--- src/rtl/bsg_chip_link_bringup_seq.sv ---
// Per-link bring-up sequencer: orders token/upstream/downstream/core reset release.
// Optional live-check watchdog with retries: BSG_CHIP_LINK_BRINGUP_LIVE_CHECK_EN.
module bsg_chip_link_bringup_seq #(
  parameter int reset_cycles_p   = 16,
  parameter int tkn_cycles_p     = 4,
  parameter int settle_cycles_p  = 8,
  parameter int timeout_cycles_p = 1024,
  parameter int max_retries_p    = 3
) (
  input  logic                               clk_i,
  input  logic                               reset_i,
  input  logic                               start_i,
  input  logic                               abort_i,
  input  logic                               link_live_i,
  output logic                               async_token_reset_o,
  output logic                               up_link_reset_o,
  output logic                               down_link_reset_o,
  output logic                               core_reset_o,
  output logic                               busy_o,
  output logic                               done_o,
  output logic                               error_o,
  output logic [$clog2(max_retries_p+1)-1:0] retry_cnt_o
);

  function automatic int max2(int a, int b);
    return (a > b) ? a : b;
  endfunction

`ifdef BSG_CHIP_LINK_BRINGUP_LIVE_CHECK_EN
  localparam int max_cycles_lp = max2(max2(reset_cycles_p, tkn_cycles_p),
                                      max2(settle_cycles_p, timeout_cycles_p));
`else
  localparam int max_cycles_lp = max2(max2(reset_cycles_p, tkn_cycles_p), settle_cycles_p);
`endif
  localparam int cnt_width_lp   = $clog2(max_cycles_lp + 1);
  localparam int retry_width_lp = $clog2(max_retries_p + 1);

  typedef logic [cnt_width_lp-1:0]   cnt_t;
  typedef logic [retry_width_lp-1:0] retry_t;

  localparam cnt_t reset_load_lp  = cnt_t'(reset_cycles_p - 1);
  localparam cnt_t tkn_load_lp    = cnt_t'(tkn_cycles_p - 1);
  localparam cnt_t settle_load_lp = cnt_t'(settle_cycles_p - 1);

  typedef enum logic [3:0] {
    IDLE, ASSERT, TKN, TKN_SETTLE, UP, DOWN, CORE, WAIT_LIVE, DONE, ERROR
  } state_e;

  state_e state_r, state_n;
  cnt_t   cnt_r, cnt_n;
  retry_t retry_n;

`ifndef BSG_CHIP_LINK_BRINGUP_LIVE_CHECK_EN
  logic unused_live;
  assign unused_live = link_live_i | (timeout_cycles_p == 0);
`endif

  always_comb begin
    state_n = state_r;
    cnt_n   = (cnt_r == '0) ? '0 : cnt_r - 1'b1;
    retry_n = retry_cnt_o;
    if (abort_i) begin
      state_n = IDLE;
      cnt_n   = '0;
      retry_n = '0;
    end else begin
      case (state_r)
        IDLE, DONE, ERROR: if (start_i) begin
          state_n = ASSERT;
          cnt_n   = reset_load_lp;
          retry_n = '0;
        end
        ASSERT: if (cnt_r == '0) begin
          state_n = TKN;
          cnt_n   = tkn_load_lp;
        end
        TKN: if (cnt_r == '0) begin
          state_n = TKN_SETTLE;
          cnt_n   = settle_load_lp;
        end
        TKN_SETTLE: if (cnt_r == '0) begin
          state_n = UP;
          cnt_n   = settle_load_lp;
        end
        UP: if (cnt_r == '0) begin
          state_n = DOWN;
          cnt_n   = settle_load_lp;
        end
        DOWN: if (cnt_r == '0) begin
          state_n = CORE;
          cnt_n   = '0;
        end
`ifdef BSG_CHIP_LINK_BRINGUP_LIVE_CHECK_EN
        CORE: begin
          state_n = WAIT_LIVE;
          cnt_n   = cnt_t'(timeout_cycles_p - 1);
        end
        // live on the expiry cycle wins over the retry/error decision
        WAIT_LIVE: begin
          if (link_live_i) begin
            state_n = DONE;
          end else if (cnt_r == '0) begin
            if (retry_cnt_o < retry_t'(max_retries_p)) begin
              state_n = ASSERT;
              cnt_n   = reset_load_lp;
              retry_n = retry_cnt_o + 1'b1;
            end else begin
              state_n = ERROR;
            end
          end
        end
`else
        CORE: state_n = DONE;
        WAIT_LIVE: state_n = IDLE;
`endif
        default: state_n = IDLE;
      endcase
    end
  end

  // outputs are decoded from the next state so they change on the same edge as the state
  always_ff @(posedge clk_i) begin
    if (reset_i) begin
      state_r             <= IDLE;
      cnt_r               <= '0;
      retry_cnt_o         <= '0;
      async_token_reset_o <= 1'b0;
      up_link_reset_o     <= 1'b1;
      down_link_reset_o   <= 1'b1;
      core_reset_o        <= 1'b1;
      busy_o              <= 1'b0;
      done_o              <= 1'b0;
      error_o             <= 1'b0;
    end else begin
      state_r             <= state_n;
      cnt_r               <= cnt_n;
      retry_cnt_o         <= retry_n;
      async_token_reset_o <= (state_n == TKN);
      up_link_reset_o     <= state_n inside {IDLE, ASSERT, TKN, TKN_SETTLE, ERROR};
      down_link_reset_o   <= state_n inside {IDLE, ASSERT, TKN, TKN_SETTLE, UP, ERROR};
      core_reset_o        <= !(state_n inside {CORE, WAIT_LIVE, DONE});
      busy_o              <= !(state_n inside {IDLE, DONE, ERROR});
      done_o              <= (state_n == DONE);
      error_o             <= (state_n == ERROR);
    end
  end

endmodule

--- config.mk ---
export PLATFORM = sky130hd
export DESIGN_NAME = bsg_chip_link_bringup_seq
export DESIGN_NICKNAME = d
export VERILOG_FILES = /design/src/rtl/bsg_chip_link_bringup_seq.sv
export SDC_FILE = /design/constraint.sdc
export NUM_CORES = 1
export LEC_CHECK = 0
export ABC_AREA = 1
export CAP_MARGIN = 40
export CORE_MARGIN = 5
export CORE_UTILIZATION = 56
export CTS_CLUSTER_DIAMETER = 100
export CTS_CLUSTER_SIZE = 25
export DETAILED_ROUTE_END_ITERATION = 10
export GPL_TIMING_DRIVEN = 1
export PLACE_DENSITY = 0.81
export SYNTH_ARGS = -nofsm -noshare
export SYNTH_HDL_FRONTEND = slang
export SYNTH_SLANG_ARGS = --single-unit
export TNS_END_PERCENT = 100
--- constraint.sdc ---
create_clock -name clk_i -period 2.2 [get_ports clk_i]
set_input_delay 0.44 -clock clk_i [delete_from_list [all_inputs] [get_ports clk_i]]
set_output_delay 0.44 -clock clk_i [all_outputs]
set_load 0.01 [all_outputs]
==> results.md <==
Final layout:
- The antenna diode instance count is 0.
- The library cell used most frequently in the layout, excluding fill and tap cells, is sky130_fd_sc_hd__nand2_1.
- The top cell types in the final layout, fill and taps aside, are 28 x sky130_fd_sc_hd__nand2_1, 21 x sky130_fd_sc_hd__nor2_1, 17 x sky130_fd_sc_hd__inv_1.
- Of the cells placed in the final design, the portion with a size suffix greater than 1 is 0.147.
- In the final design database the tool counted 151 nets.
- Relative to the synthesized area, the layout overhead comes to 12.9%.

Synthesis:
- During synthesis, Yosys emitted a total of 0 warnings.
- The share of synthesized area in the top cell type comes to 0.346.
- The count of different cell masters after synthesis is 27.
- The synthesized design contains 0 enable-type register cells.
- The proportion of register bits with asynchronous set or reset after synthesis is 0.
- The cell count after synthesis came out at 133.
- By area the synthesized netlist is led by sky130_fd_sc_hd__dfxtp_1 35%, sky130_fd_sc_hd__nand2_1 11%, sky130_fd_sc_hd__nor2_1 8.5%.
- The share of the Yosys chip area taken by registers is 0.346.
- The biggest area contributor in the post-synthesis netlist is sky130_fd_sc_hd__dfxtp_1.
- The cell area after synthesis is 925 um^2.
- For this run, the leading register cell type out of synthesis is sky130_fd_sc_hd__dfxtp_1.
- After synthesis, the mean cell area works out to 6.95 um^2.
- In this run, synthesis produced a sequential element count of 16.

Worst setup path:
- The type of origin of the critical path is a flip-flop.
- The kind of capture point of the worst setup path is a flip-flop.
- Walking the worst path, the cells encountered are inv_1, ha_1, inv_1, nor2_1, nand2_1, nand2_1, nand2_1, nand2_1, nand2_1, nand2_2, nand3_1, nand2_1, nand2_1.
- In this run the worst setup path begins at cnt_r[0].
- Together, buffers and inverters on the worst path number 2.
- The required time at the worst-slack endpoint is 2.39 ns.
- The maximum fanout count along the critical path is 11.
- The most frequent cell on the critical path is sky130_fd_sc_hd__nand2_1.
- The critical setup path kind is reg -> reg.
- The family with the most delay on the worst path is simple AND/OR/NAND/NOR gates.
- On the worst path, the slowest cell contributes a delay of 0.33 ns.
- Data arrives at the worst endpoint at 2.02 ns.
- In this run the critical register-to-register path is launched from cnt_r[0].
- The largest individual stage delay along the critical path comes from the cell sky130_fd_sc_hd__dfxtp_1.

STA:
- The final number of hold-violating endpoints is 0.
- The total setup violations reported at the end of the flow is 0.
- The routed design could run at a clock period as short as 1.83 ns.
- Setup repair after global routing left no endpoint under its margin.
- On the final layout, the worst clock skew is 0.00412 ns.
- In the finished design, the share of the clock period the worst path needs comes to 0.833.
- The worst hold slack is 0.594 ns.
- The maximum operating frequency is 545 MHz.
- Summed over all failing endpoints, the final setup total negative slack is 0 ns.
- Across all setup checks in the final design, the least slack found is 0.366 ns.
- The final count of pins violating max slew is 0.

CTS:
- TritonCTS built the clock tree.
- The worst-case clock buffer depth is 2.
- CTS built an H-tree with a depth of 1.
- In this run, post-CTS repair resized a total of 0 instances.
- The tree is rooted in a sky130_fd_sc_hd__clkbuf_4.
- The tree built by TritonCTS fans out to 16 sinks.
- The cts-stage hold buffer count is 0.
- The post-CTS setup repair buffer count is 0.
- The latest clock arrival within the worst-skew pair is 0.29 ns.
- In this run, CTS created clock tree buffers numbering 3.
- After clock tree synthesis, the clock-pin slew on the worst setup and hold paths is 0.09 ns.

Die:
- From bottom edge to top edge, the die measures 50.6 um.
- The die width is 50.6 um.
- The effective utilization at floorplan is 0.600.
- The total area inside the core boundary comes to 1540 um^2.
- The die footprint is 2560 um^2.
- The total number of placement rows is 14.
- The boundary pin count is 14.

GRT:
- Summed over all layers, the global routing overflow is 0.
- The wire length of the first global-routing pass is 3.08 mm.
- Entering global routing, the biggest net connects 12 pins.
- The initial antenna violation count is 0.
- The via count of the first global-routing pass is 757.
- The total track usage is 0.151.

Detailed routing:
- In the routed design, unresolved DRC markers number 0.
- Summed over all layers, the routed wires come to 1.81 mm.
- Before antenna repair, the detailed router went through 4 iterations.
- The via count of the routed design is 837.
- The post-detailed-route via-to-cell ratio is 5.26.
- In this run the remaining antenna-violating nets after routing total 0.
- The number of design-rule violations left by the first detailed-router iteration is 16.
- The average detailed-routed wire length per instance is 11.4 um.

Placed design:
- The HPWL after detailed placement is 1.41 mm.
- Input and output buffers added on the ports amount to 10.
- At the end of routability-driven placement, the weighted congestion stood at 0.834.
- Before CTS, the worst setup slack after placement is 0.430 ns.

Power and ir drop:
- The static power due to leakage is 0.484 nW.
- The maximum vdd ir drop is 454 uV.
- The total power density per cell area is 608 nW/um^2.

Min path:
- The path category of the worst min-delay check is reg -> reg.
- The worst hold path begins at cnt_r[4].

Run:
- The number of max-cap violations is 0.

Status:
- The run finished with clean final reports.
[logic make-up (layout without fill, tap and decap cells)]
| group | count (synthesis) | after routing | share of synthesized area |
|---|---|---|---|
| and+or+nand+nor | 76 | 76 | 0.395 |
| buffers and inverters | 24 | 33 | 0.122 |
| DFF | 16 | 16 | 0.346 |
| AOI/OAI and AO/OA | 12 | 12 | 0.0866 |
| adders and majority gates | 2 | 2 | 0.0271 |
| xor gates and xnor gates | 2 | 2 | 0.0189 |
| other | 1 | 2 | 0.00406 |
[per-stage QoR]
step            util  area [um^2]  std cells  total power [mW]
3_3_place_gp   0.653         1010        155             0.442
6_report       0.677         1040        159             0.634
4_1_cts        0.677         1040        159             0.642
3_5_place_dp   0.653         1010        155             0.448
5_1_grt        0.677         1040        159             0.677
2_1_floorplan      -          928        134             0.429
[path summary, 6_finish.rpt]
path | slack [ns] | cells after the start | endpoint
min | 0.59 | 2 | cnt_r[4]
max reg2reg | 0.37 | 13 | core_reset_o
min reg2reg | 0.59 | 2 | cnt_r[4]
max | 0.37 | 13 | core_reset_o
[flip-flops by register name (all words and copies together), names as in the netlist]
register             cells
busy_o                   1
core_reset_o             1
async_token_reset_o      1
done_o                   1
state_r                  4
error_o                  1
down_link_reset_o        1
up_link_reset_o          1
cnt_r                    5
[worst register-to-register path, stage by stage (launching register included)]
cell and delay (ns):
sky130_fd_sc_hd__dfxtp_1 0.33, sky130_fd_sc_hd__inv_1 0.11, sky130_fd_sc_hd__ha_1 0.16, sky130_fd_sc_hd__inv_1 0.04, sky130_fd_sc_hd__nor2_1 0.11, sky130_fd_sc_hd__nand2_1 0.27
sky130_fd_sc_hd__nand2_1 0.16, sky130_fd_sc_hd__nand2_1 0.06, sky130_fd_sc_hd__nand2_1 0.06, sky130_fd_sc_hd__nand2_1 0.08, sky130_fd_sc_hd__nand2_2 0.12, sky130_fd_sc_hd__nand3_1 0.11
sky130_fd_sc_hd__nand2_1 0.07, sky130_fd_sc_hd__nand2_1 0.04
[final cells by class]
| type | instances | area, um^2 |
|---|---|---|
| flip-flops and latches | 16 | 320 |
| repair buffers | 10 | 100 |
| fillers | 140 | 498 |
| inverters | 19 | 71.3 |
| multi-input cells | 94 | 495 |
| clock buffers | 4 | 36.3 |
| well taps | 16 | 20.0 |
[cells in the mapped netlist, types with 2 or more instances]
master	instances
sky130_fd_sc_hd__nor3_1	2
sky130_fd_sc_hd__buf_4	2
sky130_fd_sc_hd__inv_1	17
sky130_fd_sc_hd__ha_1	2
sky130_fd_sc_hd__dfxtp_1	16
sky130_fd_sc_hd__nor2_2	5
sky130_fd_sc_hd__o21ai_0	2
sky130_fd_sc_hd__nor2_4	3
sky130_fd_sc_hd__nand3_1	10
sky130_fd_sc_hd__inv_2	2
sky130_fd_sc_hd__nand2_2	2
sky130_fd_sc_hd__a21oi_1	6
sky130_fd_sc_hd__buf_6	2
sky130_fd_sc_hd__nand3_2	2
sky130_fd_sc_hd__nor2_1	21
sky130_fd_sc_hd__nand2_1	28
[per-layer routing]
metal,track usage,part of all wire
met1,0.176,0.40
met2,0.258,0.54
met4,0.0596,0.0044
met5,0,0
met3,0.0414,0.060
[report_power, final]
group	switching, mW	leakage, nW	internal, mW	total, mW
clock	0.0914	0.0210	0.101	0.192
sequential	0.00913	0.130	0.300	0.309
combinational	0.0843	0.332	0.0487	0.133
(Power assumes the default switching activity.)
==> RTL change 1, RTL diff (config.mk and constraints unchanged) <==
Set the parameter `tkn_cycles_p` to 8 (it was 4).
--- a/src/rtl/bsg_chip_link_bringup_seq.sv
+++ b/src/rtl/bsg_chip_link_bringup_seq.sv
@@ -3,5 +3,5 @@
 module bsg_chip_link_bringup_seq #(
   parameter int reset_cycles_p   = 16,
-  parameter int tkn_cycles_p     = 4,
+  parameter int tkn_cycles_p     = 8,
   parameter int settle_cycles_p  = 8,
   parameter int timeout_cycles_p = 1024,
Check against the original RTL: no difference found for any inputs over 10 cycles, from zero or initial values and one cycle with reset_i high; that may be too few to reach the edited logic, so the function may still have changed.
==> RTL change 1 against the unedited design <==
Hold slack worse by 0.0021 ns; worst setup slack better by 0.17 ns; fmax rose by 10%; sequential cell count is the same; area after synthesis down 11%; first-iteration DRC count up 94%; power decreased by 11%; final area decreased by 8.8%; critical path type unchanged; wire length fell by 13%; count of clock-buffer cells in the layout decreased by 1.
==> RTL change 1: results (changes against the unedited design) <==
* Clock transition at path regs at 0.08 ns
* Vias in the first global route at 704 (was 757)
* Ant diodes at 0 (unchanged)
* Port Buf Inserts at 10 (unchanged)
* First-pass GRT wire length at 2840 um (was 3080 um)
* Setup Fix Bufs, Post-CTS at 0 (unchanged)
* Crit path DAT at 1.83 ns (was 2.02 ns)
* Fin. Hold Viols at 0 (unchanged)
* RD Place Congestion at 0.830 (was 0.834)
* Synth cell count leaders: nand2_1 (30), nor2_1 (20), dfxtp_1 (16), inv_1 (15), nand3_1 (8) (was nand2_1 (28), nor2_1 (21), inv_1 (17), dfxtp_1 (16), nand3_1 (10))
* Reg-to-reg critical path startpoint: cnt_r[0] (unchanged)
* Clock tree buffer depth at 2 (unchanged)
* Hold Crit Class: flop to flop (unchanged)
* Dpl cell area at 930 sq um (was 1010 sq um)
* Htree depth at 1 (unchanged)
* Nets at 140 (was 151)
* Leakage at 0.467 nW (was 0.484 nW)
* Post-synthesis sequential area ratio at 39.1% (was 34.6%)
* Skew final at 0.00164 ns (was 0.00412 ns)
* GRT Total Usage at 17.3% (was 15.1%)
* Post-DP HPWL at 1310 um (was 1410 um)
* Regs by FF count: cnt_r (5), state_r (4) (unchanged)
* CTS Buf Count at 3 (unchanged)
* Post_cts resized at 0 (unchanged)
* Synth warn at 0 (unchanged)
* DR iter-0 viols at 31 (was 16)
* Library cells used by synthesis at 25 (was 27)
* Average wire per standard cell at 10.8 um (was 11.4 um)
* Initial antenna violation count at 0 (unchanged)
* Status: finished, final reports clean (unchanged)
* R2R depth at 11 (was 13)
* EDFF count, synth at 0 (unchanged)
* Async S/R FF share, synth at 0% (unchanged)
* CTS Root Cell: clkbuf_4 (unchanged)
* Drt first pass iters at 4 (unchanged)
* Synth area leaders: dfxtp_1 (39%), nand2_1 (14%), nor2_1 (9.2%) (was dfxtp_1 (35%), nand2_1 (11%), nor2_1 (8.5%))
* Largest net degree at the start of global routing at 9 (was 12)
* CP max FO at 7 (was 11)
* Max VDD drop at 467 uV (was 454 uV)
* Vias per cell at 5.14 (was 5.26)
* Kind of critical path: flop to flop (unchanged)
* Reg2reg setup slack at 0.54 ns (was 0.37 ns)
* Fraction of layout instances using a drive strength above 1 at 13.0% (was 14.7%)
* Reg2Reg Capture Point: down_link_reset_o (was core_reset_o)
* Worst skew pair latency at 0.28 ns
RTL change 1: cell count changes after synthesis, sizes merged, moves of 2 or more:
cell and change:
inv -2, nand3 -3, a21oi -4, nand2 +4, nor3 -2, nor2 -5
RTL change 1: where the power goes:
group	leakage, nW	switching [mW]	total [mW]	internal [mW]
clock	0.0138	0.0828	0.146	0.0635
sequential	0.130	0.00775	0.307	0.300
combinational	0.323	0.0688	0.112	0.0436
total	0.467	0.159	0.566	0.407
RTL change 1: cell type report:
| cell class | count | area (sq um) |
|---|---|---|
| Clock buffer | 3 | 22.5 |
| Fill cell | 113 | 398 |
| Inverter | 17 | 63.8 |
| Multi-Input combinational cell | 84 | 419 |
| Timing Repair Buffer | 11 | 108 |
| Sequential cell | 16 | 320 |
| Tap cell | 15 | 18.8 |
RTL change 1: per-stage QoR:
step	setup slack (ns)	std cells
CTS	0.528	146
floorplan	0.738	120
global placement	0.518	143
finish	0.538	146
detailed placement	0.496	143
global route	0.422	146
RTL change 1: how the worst min path moves through the flow:
stage	startpoint	to	slack (ns)	depth (start not counted)
2_1_floorplan	cnt_r[0]	cnt_r[0]	0.52	3
3_3_place_gp	cnt_r[0]	cnt_r[0]	0.56	3
3_5_place_dp	cnt_r[0]	cnt_r[0]	0.57	3
4_1_cts	cnt_r[0]	cnt_r[0]	0.59	3
5_1_grt	cnt_r[4]	cnt_r[4]	0.63	2
6_report	cnt_r[0]	cnt_r[0]	0.59	3
RTL change 1: metal layers:
layer | wire, um | GRT usage (%) | part of all wire, % | up-vias
met4 | 20 | 4.84 | 1.3 | 0
met1 | 625 | 18.4 | 40 | 340
met3 | 85 | 3.69 | 5.4 | 4
li1 | - | - | - | 383
met2 | 847 | 33.3 | 54 | 23
met5 | 0 | 0 | 0 | -
RTL change 1: logic make-up after synthesis:
logic type / count (synthesis) / synth area share [%]
adders and majority gates: 2 / 3.05
and+or+nand+nor: 72 / 40.0
DFF: 16 / 39.1
other: 1 / 0.458
AOI/OAI and AO/OA: 6 / 5.04
buffers and inverters: 20 / 10.2
xor gates and xnor gates: 2 / 2.14
RTL change 1: worst max-delay path, stage by stage (launching register included):
cell	delay (ns)
dfxtp_1	0.32
inv_1	0.09
ha_1	0.16
inv_1	0.04
nor2_1	0.15
nand2_4	0.10
inv_2	0.10
nand2_1	0.09
a21oi_4	0.20
nor2_2	0.07
nor2_1	0.14
nand3_1	0.09
==> RTL change 2, RTL diff (same flow settings) <==
Made on the original files. Make the reset (`reset_i`) asynchronous in one clocked block.
--- a/src/rtl/bsg_chip_link_bringup_seq.sv
+++ b/src/rtl/bsg_chip_link_bringup_seq.sv
@@ -120,5 +120,5 @@
 
   // outputs are decoded from the next state so they change on the same edge as the state
-  always_ff @(posedge clk_i) begin
+  always_ff @(posedge clk_i or posedge reset_i) begin
     if (reset_i) begin
       state_r             <= IDLE;
Behaviour: differs if reset_i is asserted again (counterexample within 4 cycles, from zero or initial values and one cycle with reset_i high); with reset_i held inactive, the same outputs for 10 cycles.
==> RTL change 2 against the unedited design <==
Worst setup slack improved by 0.062 ns; hold slack worse by 0.096 ns; fmax is 3.5% higher; final cell count is 11% lower; synthesized cell count decreased by 16%; final area decreased by 0.36%; area after synthesis is 2.8% lower; critical path type is now flop to output port; sequential cell count did not move; core utilization increased by 1.3 points; wire length is 11% lower.
Power is not compared: it rests on default switching activity, and its combinational part moved more than twofold at a synthesized area within 25%.
==> RTL change 2: results (changes against the unedited design) <==
* Status: finished, final reports clean (unchanged)
* Largest net degree at the start of global routing at 17 (was 12)
* Post-synthesis sequential area ratio at 45.0% (was 34.6%)
* Worst-margin pin slew at 0.577 ns
* Top FF cell, synth: dfrtp_1 (was dfxtp_1)
* Drt first pass iters at 4 (unchanged)
* Vias per cell at 4.99 (was 5.26)
* Leakage at 0.555 nW
* Port Buf Inserts at 10 (unchanged)
* Dpl cell area at 1000 sq um (was 1010 sq um)
* CP top delay family: flip-flops (was simple AND/OR/NAND/NOR gates)
* Ant diodes at 0 (unchanged)
* Crit path DAT at 1.33 ns (was 2.02 ns)
* Post-DP HPWL at 1290 um (was 1410 um)
* CP max stage cell: dfstp_2 (was dfxtp_1)
* Post_cts resized at 0 (unchanged)
* Clock transition at path regs at 0.10 ns
* Setup TNS at 0 ns (unchanged)
* Async S/R FF share, synth at 100% (was 0%)
* Reg2reg setup slack at 0.44 ns (was 0.37 ns)
* Vias in the first global route at 689 (was 757)
* Slowest Stage Delay on Critical Path at 0.53 ns (was 0.33 ns)
* Fraction of layout instances using a drive strength above 1 at 17.6% (was 14.7%)
* WP buf/inv at 1 (was 2)
* CP max FO at 1 (was 11)
* Library cells used by synthesis at 24 (was 27)
* Regs by FF count: cnt_r (5), state_r (4) (unchanged)
* Fill cell count at 139 (was 140)
* Average wire per standard cell at 11.5 um (was 11.4 um)
* GRT Total Usage at 14.6% (was 15.1%)
* Initial antenna violation count at 0 (unchanged)
* First-pass GRT wire length at 2850 um (was 3080 um)
* RD Place Congestion at 0.788 (was 0.834)
* R2R depth at 11 (was 13)
* Synth area leaders: dfrtp_1 (36%), nand2_1 (11%), dfstp_2 (8.8%) (was dfxtp_1 (35%), nand2_1 (11%), nor2_1 (8.5%))
* Final Slew Violations at 0 (unchanged)
* CTS Root Cell: clkbuf_4 (unchanged)
* Worst skew pair latency at 0.29 ns (about the same)
* DR iter-0 viols at 17 (was 16)
* Reg-to-reg critical path startpoint: cnt_r[0] (unchanged)
* Max VDD drop at 599 uV
* Hold Crit Class: input port to asynchronous set/reset pin (was flop to flop)
* Skew final at 0.00936 ns (was 0.00412 ns)
* Setup Fix Bufs, Post-CTS at 0 (unchanged)
* Reg2Reg Capture Point: busy_o (was core_reset_o)
* Nets at 132 (was 151)
* CTS Buf Count at 3 (unchanged)
* Synth cell count leaders: nand2_1 (26), inv_1 (20), dfrtp_1 (13), nor2_1 (10) (was nand2_1 (28), nor2_1 (21), inv_1 (17), dfxtp_1 (16), nand3_1 (10))
* Htree depth at 1 (unchanged)
## RTL change 2: worst max-delay path by stage
stage	from	end	slack [ns]	cells after the start
floorplan	cnt_r[0]	busy_o	0.73	12
global placement	start_i	busy_o	0.52	7
detailed placement	cnt_r[0]	busy_o	0.47	11
CTS	down_link_reset_o	down_link_reset_o	0.41	1
global route	cnt_r[0]	busy_o	0.26	11
finish	down_link_reset_o	down_link_reset_o	0.43	1
## RTL change 2: logic make-up (layout without fill, tap and decap cells)
group,count (synthesis),after routing,synth area share (%)
flip-flops,16,16,45.0
AO/OA/AOI/OAI,11,11,7.80
AND/OR/NAND/NOR,57,57,32.3
buffers and inverters,25,37,12.1
other,1,2,0.417
adder cells (fa/ha/maj),1,1,1.39
XOR/XNOR,1,1,0.975
## RTL change 2: area by class of cell
class,count,share of cell area (%)
clock buffer,4,3.49
inverter,22,7.94
multi-input combinational,72,37.4
sequential,16,38.9
tap,16,1.93
timing repair buffer,11,10.3
## RTL change 2: routing by layer
metal  share of wire, %  global-route usage, %
met2                 54                   26.2
met4               0.55                   6.55
met3                3.8                   3.01
met1                 41                   16.2
met5                  0                      0
## RTL change 2: report_power, final
group	switching, mW	internal (mW)	leakage [nW]
Clock	0.0925	0.101	0.0210
Sequential	0.0315	0.334	0.205
Combinational	0.205	0.127	0.329
## RTL change 2: through the flow
stage	setup WS (ns)	hold WS, ns	instances	util [%]
floorplan	0.735	0.352	113	-
CTS	0.408	0.517	141	69.0
finish	0.429	0.498	141	69.0
global route	0.263	0.541	141	69.0
global placement	0.516	0.537	137	66.6
detailed placement	0.468	0.534	137	66.6
